[config.mk]
export PLATFORM = sky130hd
export DESIGN_NAME = uart_boot_loader
export DESIGN_NICKNAME = d
export VERILOG_FILES = /design/src/rtl/boot_pkg.sv /design/src/rtl/uart_rx.sv /design/src/rtl/uart_boot_loader.sv
export SDC_FILE = /design/constraint.sdc
export NUM_CORES = 1
export LEC_CHECK = 0
export CAP_MARGIN = 10
export CORE_MARGIN = 1.5
export CORE_UTILIZATION = 51
export CTS_BUF_LIST = sky130_fd_sc_hd__clkbuf_2 sky130_fd_sc_hd__clkbuf_4 sky130_fd_sc_hd__clkbuf_8
export CTS_CLUSTER_SIZE = 30
export DETAILED_ROUTE_END_ITERATION = 16
export PLACE_DENSITY = 0.69
export SKIP_CTS_REPAIR_TIMING = 1
export SLEW_MARGIN = 0
export SYNTH_ARGS = -nofsm -noshare
export SYNTH_HDL_FRONTEND = slang
export SYNTH_SLANG_ARGS = --single-unit
[constraint.sdc]
create_clock -name clock -period 4.9 [get_ports clock]
set_input_delay 0.98 -clock clock [delete_from_list [all_inputs] [get_ports clock]]
set_output_delay 0.98 -clock clock [all_outputs]
set_load 0.01 [all_outputs]
[src/rtl/boot_pkg.sv]
// Shared encodings for the UART boot loader: frame constants and FSM state types.
package boot_pkg;

  localparam logic [7:0]  MAGIC    = 8'hA5;
  localparam int unsigned LenW     = 16;
  localparam int unsigned ByteIdxW = 2;

  typedef enum logic [2:0] {
    BootIdle,
    BootLenLo,
    BootLenHi,
    BootData,
    BootCheck,
    BootRun,
    BootError
  } boot_state_e;

  typedef enum logic [1:0] {
    RxIdle,
    RxStart,
    RxData,
    RxStop
  } rx_state_e;

endpackage

[src/rtl/uart_rx.sv]
// 8N1 UART receiver: two-flop synchronizer, mid-bit sampling, one-cycle byte/frame-error pulses.
module uart_rx
  import boot_pkg::*;
#(
  parameter int unsigned CLKS_PER_BIT = 434
) (
  input  logic       clock,
  input  logic       reset,
  input  logic       rx,
  output logic       byte_valid,
  output logic [7:0] byte_data,
  output logic       frame_err
);

  localparam int unsigned CntW = (CLKS_PER_BIT > 1) ? $clog2(CLKS_PER_BIT) : 1;
  localparam logic [CntW-1:0] FullM1 = CntW'(CLKS_PER_BIT - 1);
  localparam logic [CntW-1:0] HalfM1 = CntW'(CLKS_PER_BIT / 2 - 1);

  rx_state_e       rx_state_q, rx_state_d;
  logic [CntW-1:0] cnt_q, cnt_d;
  logic [2:0]      bit_idx_q, bit_idx_d;
  logic [7:0]      shift_q, shift_d;
  logic            valid_q, valid_d;
  logic            ferr_q, ferr_d;
  logic            rx_meta_q, rx_sync_q, rx_prev_q;

  always_ff @(posedge clock or negedge reset) begin
    if (!reset) begin
      rx_meta_q  <= 1'b1;
      rx_sync_q  <= 1'b1;
      rx_prev_q  <= 1'b1;
      rx_state_q <= RxIdle;
      cnt_q      <= '0;
      bit_idx_q  <= '0;
      shift_q    <= '0;
      valid_q    <= 1'b0;
      ferr_q     <= 1'b0;
    end else begin
      rx_meta_q  <= rx;
      rx_sync_q  <= rx_meta_q;
      rx_prev_q  <= rx_sync_q;
      rx_state_q <= rx_state_d;
      cnt_q      <= cnt_d;
      bit_idx_q  <= bit_idx_d;
      shift_q    <= shift_d;
      valid_q    <= valid_d;
      ferr_q     <= ferr_d;
    end
  end

  always_comb begin
    rx_state_d = rx_state_q;
    cnt_d      = cnt_q;
    bit_idx_d  = bit_idx_q;
    shift_d    = shift_q;
    valid_d    = 1'b0;
    ferr_d     = 1'b0;
    unique case (rx_state_q)
      RxIdle: begin
        if (rx_prev_q && !rx_sync_q) begin
          rx_state_d = RxStart;
          cnt_d      = '0;
        end
      end
      RxStart: begin
        if (cnt_q == HalfM1) begin
          // A glitch that is gone by mid-start returns to idle without any report.
          cnt_d      = '0;
          bit_idx_d  = '0;
          rx_state_d = rx_sync_q ? RxIdle : RxData;
        end else begin
          cnt_d = cnt_q + 1'b1;
        end
      end
      RxData: begin
        if (cnt_q == FullM1) begin
          cnt_d   = '0;
          shift_d = {rx_sync_q, shift_q[7:1]};
          if (bit_idx_q == 3'd7) begin
            rx_state_d = RxStop;
          end else begin
            bit_idx_d = bit_idx_q + 1'b1;
          end
        end else begin
          cnt_d = cnt_q + 1'b1;
        end
      end
      RxStop: begin
        if (cnt_q == FullM1) begin
          cnt_d      = '0;
          rx_state_d = RxIdle;
          valid_d    = rx_sync_q;
          ferr_d     = !rx_sync_q;
        end else begin
          cnt_d = cnt_q + 1'b1;
        end
      end
      default: rx_state_d = RxIdle;
    endcase
  end

  assign byte_valid = valid_q;
  assign byte_data  = shift_q;
  assign frame_err  = ferr_q;

endmodule

[src/rtl/uart_boot_loader.sv]
// Receives a framed program image over UART, writes it into instruction memory and
// holds the core in reset until a checksum-valid image is stored.
module uart_boot_loader
  import boot_pkg::*;
#(
  parameter int unsigned CLKS_PER_BIT   = 434,
  parameter int unsigned TIMEOUT_CYCLES = 5_000_000,
  parameter int unsigned MAX_WORDS      = 1024
) (
  input  logic        clock,
  input  logic        reset,
  input  logic        rx,
  output logic        imem_we,
  output logic [31:0] imem_addr,
  output logic [31:0] imem_data,
  output logic        cpu_hold,
  output logic        done,
  output logic        error
);

  localparam int unsigned IdxW = (MAX_WORDS > 1) ? $clog2(MAX_WORDS) : 1;
  localparam int unsigned ToW  = (TIMEOUT_CYCLES > 1) ? $clog2(TIMEOUT_CYCLES) : 1;
  localparam logic [ToW-1:0] ToMax = ToW'(TIMEOUT_CYCLES - 1);

  logic       byte_valid;
  logic [7:0] byte_data;
  logic       frame_err;

  uart_rx #(
    .CLKS_PER_BIT(CLKS_PER_BIT)
  ) u_uart_rx (
    .clock     (clock),
    .reset     (reset),
    .rx        (rx),
    .byte_valid(byte_valid),
    .byte_data (byte_data),
    .frame_err (frame_err)
  );

  boot_state_e         state_q, state_d;
  logic [LenW-1:0]     count_q, count_d;
  logic [IdxW-1:0]     word_idx_q, word_idx_d;
  logic [ByteIdxW-1:0] byte_idx_q, byte_idx_d;
  logic [7:0]          csum_q, csum_d;
  logic [23:0]         word_q, word_d;
  logic [ToW-1:0]      to_cnt_q, to_cnt_d;
  logic                we_q, we_d;
  logic [31:0]         addr_q, addr_d;
  logic [31:0]         data_q, data_d;
  logic                hold_q, hold_d;
  logic                done_q, done_d;
  logic                err_q, err_d;

  logic            in_frame;
  logic [LenW-1:0] len_full;

  always_ff @(posedge clock or negedge reset) begin
    if (!reset) begin
      state_q    <= BootIdle;
      count_q    <= '0;
      word_idx_q <= '0;
      byte_idx_q <= '0;
      csum_q     <= '0;
      word_q     <= '0;
      to_cnt_q   <= '0;
      we_q       <= 1'b0;
      addr_q     <= '0;
      data_q     <= '0;
      hold_q     <= 1'b1;
      done_q     <= 1'b0;
      err_q      <= 1'b0;
    end else begin
      state_q    <= state_d;
      count_q    <= count_d;
      word_idx_q <= word_idx_d;
      byte_idx_q <= byte_idx_d;
      csum_q     <= csum_d;
      word_q     <= word_d;
      to_cnt_q   <= to_cnt_d;
      we_q       <= we_d;
      addr_q     <= addr_d;
      data_q     <= data_d;
      hold_q     <= hold_d;
      done_q     <= done_d;
      err_q      <= err_d;
    end
  end

  always_comb begin
    state_d    = state_q;
    count_d    = count_q;
    word_idx_d = word_idx_q;
    byte_idx_d = byte_idx_q;
    csum_d     = csum_q;
    word_d     = word_q;
    we_d       = 1'b0;
    addr_d     = addr_q;
    data_d     = data_q;
    hold_d     = hold_q;
    done_d     = done_q;
    err_d      = err_q;
    len_full   = {byte_data, count_q[7:0]};

    in_frame = (state_q == BootLenLo) || (state_q == BootLenHi) ||
               (state_q == BootData)  || (state_q == BootCheck);
    to_cnt_d = (byte_valid || !in_frame) ? '0 : to_cnt_q + 1'b1;

    unique case (state_q)
      BootIdle, BootRun: begin
        if (byte_valid && (byte_data == MAGIC)) begin
          state_d = BootLenLo;
          hold_d  = 1'b1;
          done_d  = 1'b0;
          err_d   = 1'b0;
        end
      end
      BootLenLo: begin
        if (byte_valid) begin
          count_d[7:0] = byte_data;
          state_d      = BootLenHi;
        end
      end
      BootLenHi: begin
        if (byte_valid) begin
          count_d    = len_full;
          word_idx_d = '0;
          byte_idx_d = '0;
          csum_d     = '0;
          if (32'(len_full) > MAX_WORDS) begin
            state_d = BootError;
          end else if (len_full == '0) begin
            state_d = BootCheck;
          end else begin
            state_d = BootData;
          end
        end
      end
      BootData: begin
        if (byte_valid) begin
          csum_d     = csum_q ^ byte_data;
          byte_idx_d = byte_idx_q + 1'b1;
          case (byte_idx_q)
            2'd0: word_d[7:0]   = byte_data;
            2'd1: word_d[15:8]  = byte_data;
            2'd2: word_d[23:16] = byte_data;
            default: begin
              we_d       = 1'b1;
              addr_d     = 32'({word_idx_q, 2'b00});
              data_d     = {byte_data, word_q};
              word_idx_d = word_idx_q + 1'b1;
              if (LenW'(word_idx_q) == (count_q - 1'b1)) begin
                state_d = BootCheck;
              end
            end
          endcase
        end
      end
      BootCheck: begin
        if (byte_valid) begin
          if (byte_data == csum_q) begin
            state_d = BootRun;
            hold_d  = 1'b0;
            done_d  = 1'b1;
          end else begin
            state_d = BootError;
          end
        end
      end
      BootError: state_d = BootIdle;
      default:   state_d = BootIdle;
    endcase

    // A received byte beats a timeout landing in the same cycle.
    if (in_frame && (frame_err || (!byte_valid && (to_cnt_q == ToMax)))) begin
      state_d = BootError;
    end

    if ((state_d == BootError) && (state_q != BootError)) begin
      err_d  = 1'b1;
      hold_d = 1'b1;
      done_d = 1'b0;
    end
  end

  assign imem_we   = we_q;
  assign imem_addr = addr_q;
  assign imem_data = data_q;
  assign cpu_hold  = hold_q;
  assign done      = done_q;
  assign error     = err_q;

endmodule

==> impl_metrics.tcl, run 1 <==
set metrics [dict create \
    cp.required_ns 5.23 \
    clock_sinks 159 \
    worstPathCellList "inv_1 > nor2_1 > nand2_1 > nor2_1 > nand2_1 > mux2_2" \
    clockBufferDepth 2 \
    yosys.area.top_type "dfrtp_1" \
    drive_above_1_share 0.1900 \
    fin_crit_ns 2.907 \
    finClkSkew_ns 0.009834 \
    grt_pass1_vias 5302 \
    fin_setup_tns_ns 0 \
    slew_violations 0 \
    syn_avg_cell_area_um2 10.95 \
    crit_type "flip-flop to flip-flop" \
    seq_area_frac_synth 0.5124 \
    seqCellArea_um2 3984 \
    htreeDepth 4 \
    routedWlPerCell_um 16.35 \
    dp.final_hpwl_um 10300 \
    die-area_um2 15990 \
    period_share 0.5933 \
    drc 0 \
    finalHoldViolCount 0 \
    cts-root-buf "clkbuf_8" \
    synth.area.top_cells "dfrtp_1 50%, mux2_2 13%, nor2_1 3.5%" \
    status "completed" \
    syn_inst 710 \
    cts_tree "built" \
    clk-insertion-delay-late_ns 0.45 \
    syn_to_final_growth_pct 11.75 \
    die-height_um 126.5 \
    port_buffers 48 \
    synth_top_area_frac 0.4989 \
    hold_path.class "flip-flop to flip-flop" \
    max_stage_delay_ns 0.69 \
    gr-total-overflow 0 \
    crit_slowest_cell "nor2_1" \
    top_layer "met4" \
    fmax_ghz 0.3440 \
    rsz0062_at_grt "no" \
    ir_drop_uv 216.6 \
    setup_viol 0 \
    crit_arrival_ns 3.24 \
    nets 761 \
    hold_slack_ns 0.3582 \
    grt_max_degree 97 \
    core-area_um2 14700 \
    cp_max_fo 12 \
    synth_ff_type "dfrtp_1" \
    r2r_setup_slack_ns 1.99 \
    synth-edff-count 0 \
    worst_slew_pin_slew_ns 1.116 \
    drt_iter0_drc 388 \
    yosysMostFrequentCell "dfrtp_1" \
    synthDistinctLibCells 64 \
    grt_pass1_wl_um 26160 \
    cp-end-kind "flip-flop" \
    gp_congestion 0.9053 \
    yosys-top-cells-count "155 x dfrtp_1, 88 x mux2_2, 72 x nor2_1, 47 x nand2_1, 41 x o21ai_0" \
    synth_area_um2 7775 \
    ant_nets 0 \
    clkSlewWorstSetupHoldPaths_ns 0.08 \
    dr.pass1.iters 5 \
    synth_warnings 0 \
    max_slew_margin 0.2512 \
    ys_seq_elements 159 \
    start_kind "flip-flop" \
    cts_made_buffers 17 \
    leakagePower_uw 0.004082 \
    routed_wl_um 15400 \
    ys_async_sr_fraction 1.000 \
    dr_wl_met3_um 618 \
    grtUsageTotal 0.2062 \
    die_x_um 126.5 \
    start_util 0.5289 \
    nFillCells 1241 \
    dr_total_vias 5329 \
    antennaDiodeCount 0 \
    fp-row-count 44 \
    m1WireLength_um 7150 \
    powerDensity_nw_per_um2 285.4 \
    drv_cap 0 \
    antenna_found_initial 0 \
    met2_length_um 7270 \
    boundaryPins 71 \
    viasPerCell 5.657 \
    multi_input_comb_area_um2 3480 \
]
through the flow:
| step | instances | util | area, um2 | total power [uW] | worst slack, ns |
|---|---|---|---|---|---|
| after floorplan | 731 | - | 7854 | 1473 | 2.373 |
| after global placement | 911 | 0.5631 | 8277 | 1503 | 2.160 |
| after detailed placement | 911 | 0.5631 | 8277 | 1510 | 2.039 |
| after CTS | 942 | 0.5911 | 8688 | 2512 | 2.046 |
| after global routing | 942 | 0.5911 | 8688 | 2589 | 1.788 |
| final | 942 | 0.5911 | 8688 | 2480 | 1.993 |
flip-flops by register name (all words and copies together), names as in the netlist, 9 cells and up, named ones only:
| signal | flops |
|---|---|
| to_cnt_q | 23 |
| word_idx_q | 10 |
| word_q | 24 |
| imem_addr | 10 |
| count_q | 16 |
| u_uart_rx.cnt_q | 9 |
| imem_data | 32 |
final timing paths:
kind / end / start / depth (start not counted)
min reg2reg: u_uart_rx.rx_sync_q / u_uart_rx.rx_meta_q / 0
min: u_uart_rx.rx_sync_q / u_uart_rx.rx_meta_q / 0
max in group asynchronous: word_q[2] / reset / 2
max reg2reg: word_q[4] / state_q[0] / 6
min in group asynchronous: u_uart_rx.cnt_q[4] / reset / 1
max: word_q[4] / state_q[0] / 6
worst max-delay path, delay by kind of cell (launching register included):
family / cells / cell delay, ns
AND/OR/NAND/NOR: 4 / 1.69
flip-flops: 1 / 0.56
multiplexers: 1 / 0.37
buffers and inverters: 1 / 0.18
area by class of cell:
class | instances | area share
sequential | 159 | 0.4585
multi-input combinational | 497 | 0.4005
timing repair buffer | 52 | 0.05890
clock buffer | 19 | 0.02866
tap | 184 | 0.02650
clock inverter | 12 | 0.01872
inverter | 19 | 0.008209
per-layer routing:
metal	vias to the layer above	GRT usage
li1	2503	-
met2	138	0.3208
met4	0	0.08722
met5	-	0
met1	2656	0.2851
met3	32	0.03965
power by group:
part           total (uW)  switching (uW)  internal [uW]
clock                 997             480            517
combinational         111            71.7           38.9
sequential           1370            33.7           1340
placed cells by master, fill, tap and decap left out, types with 11 or more instances in the layout:
cell             Yosys  final
a21oi_1             11     11
clkbuf_8             0     17
clkdlybuf4s50_1      0     47
conb_1               1     22
dfrtp_1            155    155
ha_1                12     12
inv_1               18     18
mux2_2              88     88
nand2_1             47     47
nand3_1             24     24
nor2_1              72     71
o21ai_0             41     41
xnor2_1             22     22
xor2_1              30     30
cells by family (layout without fill, tap and decap cells):
| kind of cell | Yosys count | after routing | share of synthesized area |
|---|---|---|---|
| AOI/OAI and AO/OA | 85 | 85 | 0.06711 |
| xor gates and xnor gates | 52 | 52 | 0.05858 |
| adders and majority gates | 12 | 12 | 0.01931 |
| buffers and inverters | 75 | 102 | 0.05117 |
| DFF | 159 | 159 | 0.5124 |
| muxes | 89 | 89 | 0.1287 |
| other | 1 | 22 | 0.0004823 |
| and+or+nand+nor | 237 | 237 | 0.1622 |
(Power assumes the default switching activity.)
==> run 2, diff against run 1 <==
- clock period: 4.9 -> 2.78 ns (I/O delays scaled with it)
==> run 2 against run 1 <==
  * Utilization rose by 1.3 points
  * Worst hold slack lost 0.22 ns
  * Clock-buffer cell count is 2 lower
  * Global-route usage up 0.82 points
  * Non-clock buffer count increased by 18
  * Sequential share of layout area is 1.0 points lower
  * Cell count rose by 2.0%
  * Critical path depth is 3 higher
  * Die area is the same
  * First-iteration DRC count shrank 11%
  * Clock skew rose by 0.0032 ns
  * Setup slack lost 1.7 ns
==> impl_metrics.tcl, run 2 (synthesized netlist as in run 1, its figures left out) <==
set metrics [dict create \
    status "completed" \
    fin_setup_tns_ns 0 \
    syn_to_final_growth_pct 14.26 \
    worst_slew_pin_slew_ns 0.8651 \
    cp-end-kind "flip-flop" \
    clockBufferDepth 2 \
    r2r-start "count_q[1]" \
    dp.final_hpwl_um 10830 \
    cp.required_ns 3.12 \
    ir_drop_uv 430.9 \
    fin_crit_ns 2.498 \
    boundaryPins 71 \
    clk-insertion-delay-late_ns 0.47 \
    drc 0 \
    finClkSkew_ns 0.01303 \
    die-height_um 126.5 \
    crit_arrival_ns 2.84 \
    nets 779 \
    routedWlPerCell_um 16.68 \
    cts-root-buf "clkbuf_8" \
    r2r_setup_slack_ns 0.28 \
    dr_total_vias 5352 \
    grt_max_degree 83 \
    grtUsageTotal 0.2145 \
    drv_cap 0 \
    dr.pass1.iters 6 \
    grt_pass1_wl_um 27100 \
    clock_sinks 159 \
    pwr-share-clk 0.416 \
    power_uw 4499 \
    clkSlewWorstSetupHoldPaths_ns 0.09 \
    gp_congestion 0.9259 \
    die_x_um 126.5 \
    die-area_um2 15990 \
    layout_commonest_cell "dfrtp_1" \
    cp_max_fo 5 \
    antennaDiodeCount 0 \
    largest_reg_flops 32 \
    hold_path.class "input port to asynchronous set/reset pin" \
    powerDensity_nw_per_um2 506.5 \
    rr_endpoint "state_q[1]" \
    viasPerCell 5.569 \
    setup_viol 0 \
    port_buffers 48 \
    gr-total-overflow 0 \
    mostFrequentLayoutCells "155 x dfrtp_1, 88 x mux2_2, 71 x nor2_1" \
    period_share 0.8985 \
    start_util 0.5289 \
    pwr-share-comb 0.046 \
    cts_tree "built" \
    rsz0062_at_grt "no" \
    antenna_found_initial 0 \
    reg2regPathDepth 9 \
    htreeDepth 4 \
    ant_nets 0 \
    max_slew_margin 0.4232 \
    core-area_um2 14700 \
    fp-row-count 44 \
    drt_iter0_drc 345 \
    internal-power_uw 3356 \
    slew_violations 0 \
    seq_power_share 0.538 \
    cts_made_buffers 17 \
    drive_above_1_share 0.2098 \
    crit_type "flip-flop to flip-flop" \
    finalHoldViolCount 0 \
    fmax_ghz 0.4004 \
    cp-startpoint "count_q[1]" \
    leakagePower_uw 0.004200 \
    p_sw_uw 1143 \
    routed_wl_um 16030 \
    grt_pass1_vias 5386 \
    start_kind "flip-flop" \
    power_switching_share 0.2540 \
]
==> run 2: cell count changes in the layout (fill, tap and decap cells not counted), sizes merged <==
cell      delta
buf         +18
clkinv       -1
clkbuf       -2
clkinvlp     -1
inv          +5
==> run 2: cell type report <==
| cell class | count | area, um2 |
|---|---|---|
| clock buffers | 17 | 234.0 |
| clock inverters | 15 | 200.2 |
| well taps | 184 | 230.2 |
| multi-input cells | 497 | 3480 |
| fillers | 1197 | 5816 |
| inverters | 19 | 71.32 |
| repair buffers | 70 | 684.4 |
| flip-flops and latches | 159 | 3984 |
==> run 2: routing by layer <==
metal,vias up,global-route usage,part of all wire
met5,-,0,0
met1,2654,0.2926,0.46
met4,0,0.07573,0.015
met2,138,0.3362,0.48
li1,2541,-,-
met3,19,0.05314,0.044
==> run 2: worst max-delay path, stage by stage, from the launching register on <==
cell,delay [ns]
dfrtp_1,0.38
inv_1,0.08
ha_1,0.21
or4b_4,0.53
nor4_2,0.30
xnor2_1,0.15
o21ai_1,0.10
nor2_1,0.10
a31o_1,0.17
or3b_1,0.34
==> run 2: worst max path at each step <==
stage                       to  slack, ns
finish              state_q[1]       0.28
global route              done       0.02
CTS                       done       0.28
detailed placement  state_q[1]       0.30
global placement          done       0.34
floorplan           state_q[1]       0.25
==> run 2: power by group through the flow <==
stage / registers, uW / logic [uW] / clock network, uW
6_report: 2420 / 207 / 1870
2_1_floorplan: 2450 / 151 / 0
3_5_place_dp: 2470 / 207 / 0
5_1_grt: 2430 / 241 / 2010
3_3_place_gp: 2460 / 199 / 0
4_1_cts: 2420 / 209 / 1920
==> run 2: through the flow <==
step                      cells  utilization  instance area, um2  setup WS (ns)  hold slack [ns]
final                       961       0.6044                8884         0.2823           0.1352
after global routing        961       0.6044                8884        0.02450           0.1758
after global placement      929       0.5748                8449         0.3438           0.3469
after CTS                   961       0.6044                8884         0.2798           0.1462
after floorplan             731            -                7854         0.2534           0.2604
after detailed placement    929       0.5748                8449         0.2981           0.3484
